## src/rtl/pipeline_types.sv

```systemverilog
// ============================================================================
// Module  : pipeline_types
// Brief   : Shared types and tick-timing defaults for the WS2812 receive path.
// Revision: 1.0 - initial release
// ============================================================================
`default_nettype none

package pipeline_types;

    // Tick assumptions shared by the edge counter and the frame decoder
    localparam int unsigned DEFAULT_PRESCALE        = 5;
    localparam int unsigned DEFAULT_T1H_MIN_TICKS   = 6;
    localparam int unsigned DEFAULT_THIGH_MAX_TICKS = 20;
    localparam int unsigned DEFAULT_RESET_TICKS     = 500;
    localparam int unsigned COUNTER_W               = 10;
    localparam int unsigned PIXEL_BITS              = 24;

    typedef struct packed {
        logic rising;
        logic falling;
    } control_path_t;

    typedef struct packed {
        logic [COUNTER_W-1:0] counter;
    } decoder_input_t;

    typedef enum logic [1:0] {
        DS_SYNC = 2'd0,
        DS_IDLE = 2'd1,
        DS_HIGH = 2'd2,
        DS_LOW  = 2'd3
    } decoder_state_e;

    typedef struct packed {
        logic [7:0] g;
        logic [7:0] r;
        logic [7:0] b;
    } pixel_t;

    typedef struct packed {
        pixel_t     pixel;
        logic       valid;
        logic [7:0] index;
        logic       frame_done;
        logic       error;
    } decoder_output_t;

endpackage

`default_nettype wire

```

## src/rtl/tick_prescaler.sv

```systemverilog
// ============================================================================
// Module  : tick_prescaler
// Brief   : Free-running divider producing a registered one-cycle tick enable.
// Revision: 1.0 - initial release
// ============================================================================
`default_nettype none

module tick_prescaler #(
    parameter int unsigned PRESCALE = 5
) (
    input  logic i_clk,
    input  logic i_reset_n,
    output logic o_count_enable
);

    localparam logic [7:0] LAST = 8'(PRESCALE - 1);

    logic [7:0] r_cnt;
    logic       r_enable;

    always_ff @(posedge i_clk or negedge i_reset_n) begin
        if (!i_reset_n) begin
            r_cnt    <= 8'd0;
            r_enable <= 1'b0;
        end else begin
            r_enable <= (r_cnt == LAST);
            r_cnt    <= (r_cnt == LAST) ? 8'd0 : r_cnt + 8'd1;
        end
    end

    assign o_count_enable = r_enable;

endmodule

`default_nettype wire

```

## src/rtl/ws2812_frame_decoder.sv

```systemverilog
// ============================================================================
// Module  : ws2812_frame_decoder
// Brief   : Classifies WS2812 pulse widths, assembles GRB pixels, detects latch.
// Revision: 1.0 - initial release
// ============================================================================
`default_nettype none

module ws2812_frame_decoder
    import pipeline_types::*;
#(
    parameter int unsigned PRESCALE        = DEFAULT_PRESCALE,
    parameter int unsigned T1H_MIN_TICKS   = DEFAULT_T1H_MIN_TICKS,
    parameter int unsigned THIGH_MAX_TICKS = DEFAULT_THIGH_MAX_TICKS,
    parameter int unsigned RESET_TICKS     = DEFAULT_RESET_TICKS
) (
    input  logic           i_clk,
    input  logic           i_reset_n,
    input  logic           i_line,
    input  control_path_t  i_control,
    input  decoder_input_t i_decoder_input,
    output logic           o_count_enable,
    output logic [23:0]    o_pixel,
    output logic           o_pixel_valid,
    output logic [7:0]     o_pixel_index,
    output logic           o_frame_done,
    output logic           o_bit_error
);

    localparam logic [1:0] ST_SYNC = 2'd0;
    localparam logic [1:0] ST_IDLE = 2'd1;
    localparam logic [1:0] ST_HIGH = 2'd2;
    localparam logic [1:0] ST_LOW  = 2'd3;

    localparam logic [9:0] RESET_C = 10'(RESET_TICKS);
    localparam logic [9:0] T1H_C   = 10'(T1H_MIN_TICKS);
    localparam logic [9:0] TMAX_C  = 10'(THIGH_MAX_TICKS);

    logic [1:0]      r_state;
    logic [23:0]     r_shift;
    logic [4:0]      r_bit_cnt;
    logic [7:0]      r_pix_cnt;
    decoder_output_t r_out;

    logic [9:0]  w_count;
    logic        w_glitch;
    logic        w_latch;
    logic        w_width_err;
    logic [23:0] w_shift_next;

    assign w_count      = i_decoder_input.counter;
    assign w_glitch     = i_control.rising & i_control.falling;
    assign w_latch      = (w_count >= RESET_C);
    assign w_width_err  = (w_count > TMAX_C);
    assign w_shift_next = {r_shift[22:0], (w_count >= T1H_C)};

    tick_prescaler #(
        .PRESCALE (PRESCALE)
    ) u_tick_prescaler (
        .i_clk          (i_clk),
        .i_reset_n      (i_reset_n),
        .o_count_enable (o_count_enable)
    );

    always_ff @(posedge i_clk or negedge i_reset_n) begin
        if (!i_reset_n) begin
            r_state   <= ST_SYNC;
            r_shift   <= 24'd0;
            r_bit_cnt <= 5'd0;
            r_pix_cnt <= 8'd0;
            r_out     <= '0;
        end else begin
            r_out.valid      <= 1'b0;
            r_out.frame_done <= 1'b0;
            r_out.error      <= 1'b0;
            // Losing sync also drops the frame position so resync starts clean
            if (r_state != ST_SYNC && w_glitch) begin
                r_out.error <= 1'b1;
                r_state     <= ST_SYNC;
                r_shift     <= 24'd0;
                r_bit_cnt   <= 5'd0;
                r_pix_cnt   <= 8'd0;
            end else begin
                case (r_state)
                    ST_SYNC: begin
                        if (!i_line && w_latch) begin
                            r_state <= ST_IDLE;
                        end
                    end
                    ST_IDLE: begin
                        if (i_control.rising) begin
                            r_state <= ST_HIGH;
                        end
                    end
                    ST_HIGH: begin
                        if (i_control.falling && w_width_err) begin
                            r_out.error <= 1'b1;
                            r_state     <= ST_SYNC;
                            r_shift     <= 24'd0;
                            r_bit_cnt   <= 5'd0;
                            r_pix_cnt   <= 8'd0;
                        end else if (i_control.falling) begin
                            r_state <= ST_LOW;
                            if (r_bit_cnt == 5'd23) begin
                                r_out.pixel <= w_shift_next;
                                r_out.index <= r_pix_cnt;
                                r_out.valid <= 1'b1;
                                r_shift     <= 24'd0;
                                r_bit_cnt   <= 5'd0;
                                r_pix_cnt   <= (r_pix_cnt == 8'hFF) ? r_pix_cnt : r_pix_cnt + 8'd1;
                            end else begin
                                r_shift   <= w_shift_next;
                                r_bit_cnt <= r_bit_cnt + 5'd1;
                            end
                        end else if (w_count[9]) begin
                            r_out.error <= 1'b1;
                            r_state     <= ST_SYNC;
                            r_shift     <= 24'd0;
                            r_bit_cnt   <= 5'd0;
                            r_pix_cnt   <= 8'd0;
                        end
                    end
                    ST_LOW: begin
                        if (i_control.rising) begin
                            r_state <= ST_HIGH;
                        end else if (w_latch) begin
                            r_out.frame_done <= 1'b1;
                            r_out.error      <= (r_bit_cnt != 5'd0);
                            r_state          <= ST_IDLE;
                            r_shift          <= 24'd0;
                            r_bit_cnt        <= 5'd0;
                            r_pix_cnt        <= 8'd0;
                        end
                    end
                    default: begin
                        r_state <= ST_SYNC;
                    end
                endcase
            end
        end
    end

    assign o_pixel       = r_out.pixel;
    assign o_pixel_valid = r_out.valid;
    assign o_pixel_index = r_out.index;
    assign o_frame_done  = r_out.frame_done;
    assign o_bit_error   = r_out.error;

endmodule

`default_nettype wire

```

## config.mk

```make
export PLATFORM = sky130hd
export DESIGN_NAME = ws2812_frame_decoder
export DESIGN_NICKNAME = d
export VERILOG_FILES = /design/src/rtl/pipeline_types.sv /design/src/rtl/tick_prescaler.sv /design/src/rtl/ws2812_frame_decoder.sv
export SDC_FILE = /design/constraint.sdc
export NUM_CORES = 1
export LEC_CHECK = 0
export ABC_AREA = 1
export BUFFER_PORTS_ARGS = -buffer_cell sky130_fd_sc_hd__buf_2
export CORE_MARGIN = 3
export CORE_UTILIZATION = 55
export DETAILED_ROUTE_END_ITERATION = 7
export MAX_ROUTING_LAYER = met4
export PLACE_DENSITY_LB_ADDON = 0.3
export SLEW_MARGIN = 40
export SYNTH_ARGS = -nofsm -noshare
export SYNTH_HDL_FRONTEND = slang
export SYNTH_SLANG_ARGS = --single-unit
```

## constraint.sdc

```tcl
create_clock -name i_clk -period 3.2 [get_ports i_clk]
set_input_delay 0 -clock i_clk [delete_from_list [all_inputs] [get_ports i_clk]]
set_output_delay 0 -clock i_clk [all_outputs]
set_load 0.02 [all_outputs]
```

==> results.json <==
{
  "wl_per_cell_um": 12.3,
  "power-per-cell-area_nw_per_um2": 564,
  "synthTopCellsByArea": "dfrtp_1, nand2_1, inv_1, o21ai_1, nand3_1",
  "synthCells": 494,
  "ys_ff_latch": 82,
  "final_net_count": 560,
  "ant_nets": 0,
  "grt_use_total_pct": 20.6,
  "clk_pin_slew_ns": 0.09,
  "comb_power_share_pct": 17.5,
  "regArea_um2": 2050,
  "finalHoldViolations": 0,
  "synth_cell_type_count": 35,
  "synth_nets": 514,
  "rows": 30,
  "layout_commonest_cell": "nand2_1",
  "cp_max_fo": 32,
  "core-area_um2": 6980,
  "fmax_mhz": 487,
  "gp_congestion": 0.887,
  "crit_arrival_ns": 2.29,
  "max_cap_violations": 0,
  "cts-buffers-inserted": 9,
  "drt_iter0_markers": 179,
  "globalRoute.totalOverflow": 0,
  "ys.warnings.count": 0,
  "die_x_um": 92.2,
  "crit_path_top_delay_cell": "dfrtp_1",
  "dieArea_um2": 8510,
  "ctsHtreeMaxLevel": 3,
  "cts.sinks": 82,
  "instances_no_fill": 641,
  "fin_skew_ns": 0.00907,
  "yosysSeqAreaShare_pct": 50.2,
  "end_kind": "flop",
  "path_class": "reg -> reg",
  "worst_pin_slew_ns": 0.707,
  "multi_input_area_um2": 1520,
  "drive_above_1_share_pct": 17.2,
  "clkPwrFrac_pct": 36.0,
  "required_ns": 3.44,
  "layout_common_cells": "nand2_1, inv_1, dfrtp_1",
  "min_path_type": "in -> reg",
  "fin_crit_sh_pct": 64.2,
  "clock_latency_ns": 0.36,
  "die_y_um": 92.2,
  "total_power_mw": 2.59,
  "area.growth.synth_to_final_pct": 12.1,
  "dpl.cell_count": 623,
  "initial_utilization_pct": 58.6,
  "cts_max_path_buffers": 2,
  "p_leak_nw": 2.22,
  "via_per_inst": 5.03,
  "crit_chain": "nor2_2 -> inv_2 -> nand2_4 -> a21oi_2 -> nand2_4 -> inv_2 -> nand2_2 -> nand2_1 -> o21ai_2",
  "antenna_cells": 0,
  "irDropWorstVdd_mv": 0.299,
  "synth_area_leader_cell": "dfrtp_1",
  "io_buffers": 50,
  "fill_cells": 622,
  "syn_avg_cell_area_um2": 8.28,
  "status": "complete, no violations",
  "drt_first_pass_iters": 5,
  "syn_area_um2": 4090,
  "pwr-share-seq_pct": 46.5,
  "hold_ws_ns": 0.0334,
  "p_sw_mw": 0.812,
  "setup_violations": 0,
  "tritoncts": "yes",
  "cts_root_buf": "clkbuf_8",
  "startpoint_type": "flop",
  "wl_mm": 7.87,
  "min_period_ns": 2.05,
  "setup_tns_ns": 0,
  "max_stage_delay_ns": 0.45,
  "postCtsSetupRepairBufs": 0,
  "pin_count": 51,
  "intPower_mw": 1.77,
  "hpwl_mm": 5.25,
  "drc": 0,
  "relSlewSlack_pct": 52.9,
  "grt_first_pass_wirelength_mm": 13.7,
  "synth_top_area_share_pct": 50.2,
  "rsz0062_at_grt": "no",
  "grt_pass1_vias": 3078,
  "antenna_found_initial": 0,
  "switching_share_pct": 31.4,
  "via_count": 3222,
  "slew_violations": 0,
  "grt_max_degree": 83
}
==> repair_timing <==
item / 4_1_cts / 5_1_grt
endpoints found under the hold margin: 84 / 0
gates resized for setup: 0 / 0
hold buffers: 2 / 0
==> per-stage QoR <==
| stage | instance area [um2] | setup WS (ns) | utilization, % |
|---|---|---|---|
| finish | 4590 | 1.15 | 65.7 |
| global route | 4590 | 0.930 | 65.7 |
| CTS | 4590 | 1.16 | 65.7 |
| detailed placement | 4320 | 1.19 | 61.9 |
| global placement | 4320 | 1.26 | 61.8 |
| floorplan | 4090 | 1.72 | - |
==> final cells by class <==
class / instances / share of cell area (%)
multi-input combinational: 297 / 33.2
sequential: 82 / 44.7
clock buffer: 9 / 2.70
timing repair buffer: 52 / 6.03
inverter: 98 / 8.02
tap: 96 / 2.62
clock inverter: 7 / 2.70
==> flip-flops by register name (all words and copies together), names as in the netlist <==
name                             flops
r_pix_cnt                            8
o_frame_done                         1
u_tick_prescaler.o_count_enable      1
r_shift                             23
o_pixel                             24
r_state                              2
o_pixel_valid                        1
o_bit_error                          1
r_bit_cnt                            5
o_pixel_index                        8
u_tick_prescaler.r_cnt               8
==> cells by family (layout without fill, tap and decap cells) <==
kind of cell	count (synthesis)	after routing	synth area share [%]
XOR/XNOR	8	8	1.71
buffers and inverters	115	166	12.6
AO/OA/AOI/OAI	78	78	10.1
AND/OR/NAND/NOR	206	206	23.9
adder cells (fa/ha/maj)	5	5	1.53
flip-flops	82	82	50.2
==> power by group through the flow <==
stage / clock network, mW / registers, mW / logic [mW]
after floorplan: 0 / 1.21 / 0.379
after global placement: 0 / 1.22 / 0.429
after detailed placement: 0 / 1.22 / 0.444
after CTS: 0.935 / 1.20 / 0.453
after global routing: 0.985 / 1.22 / 0.518
final: 0.931 / 1.20 / 0.452
==> worst max-delay path: cells and delay by family, from the launching register on <==
family | cells | cell delay [ns]
AOI/OAI and AO/OA | 2 | 0.26
and+or+nand+nor | 5 | 0.79
buffers and inverters | 2 | 0.44
DFF | 1 | 0.45
==> worst paths after layout <==
kind / start / end / slack, ns / cells after the start
min in group asynchronous: i_reset_n / o_pixel[23]$_DFFE_PN0P_ / 0.27 / 2
max reg2reg: r_state[1]$_DFFE_PN0P_ / r_pix_cnt[5]$_DFFE_PN0P_ / 1.15 / 9
min: i_decoder_input[9] / o_frame_done$_DFF_PN0_ / 0.03 / 3
max: r_state[1]$_DFFE_PN0P_ / r_pix_cnt[5]$_DFFE_PN0P_ / 1.15 / 9
min reg2reg: u_tick_prescaler.r_cnt[0]$_DFF_PN0_ / u_tick_prescaler.r_cnt[0]$_DFF_PN0_ / 0.51 / 1
max in group asynchronous: i_reset_n / r_shift[17]$_DFFE_PN0P_ / 2.46 / 2
==> metal layers <==
| metal | global-route usage (%) | wire length (um) | up-vias |
|---|---|---|---|
| li1 | - | - | 1633 |
| met5 | - | 0 | - |
| met4 | 9.16 | 174 | 0 |
| met2 | 31.1 | 3600 | 68 |
| met3 | 3.20 | 325 | 16 |
| met1 | 27.6 | 3770 | 1505 |
==> synth_stat cells, drive strengths merged <==
cell type and n:
ha 5, clkinv 1, o211ai 1, nand2 106
buf 16, nor2 43, nor4 1, nand3 38
inv 97, nor3b 2, a21oi 18, dfrtp 82
o21bai 1, nand3b 1, xor2 7, o21ai 58
or2 1, nand4 9, xnor2 1, nor3 5
clkbuf 1
(Power assumes the default switching activity.)
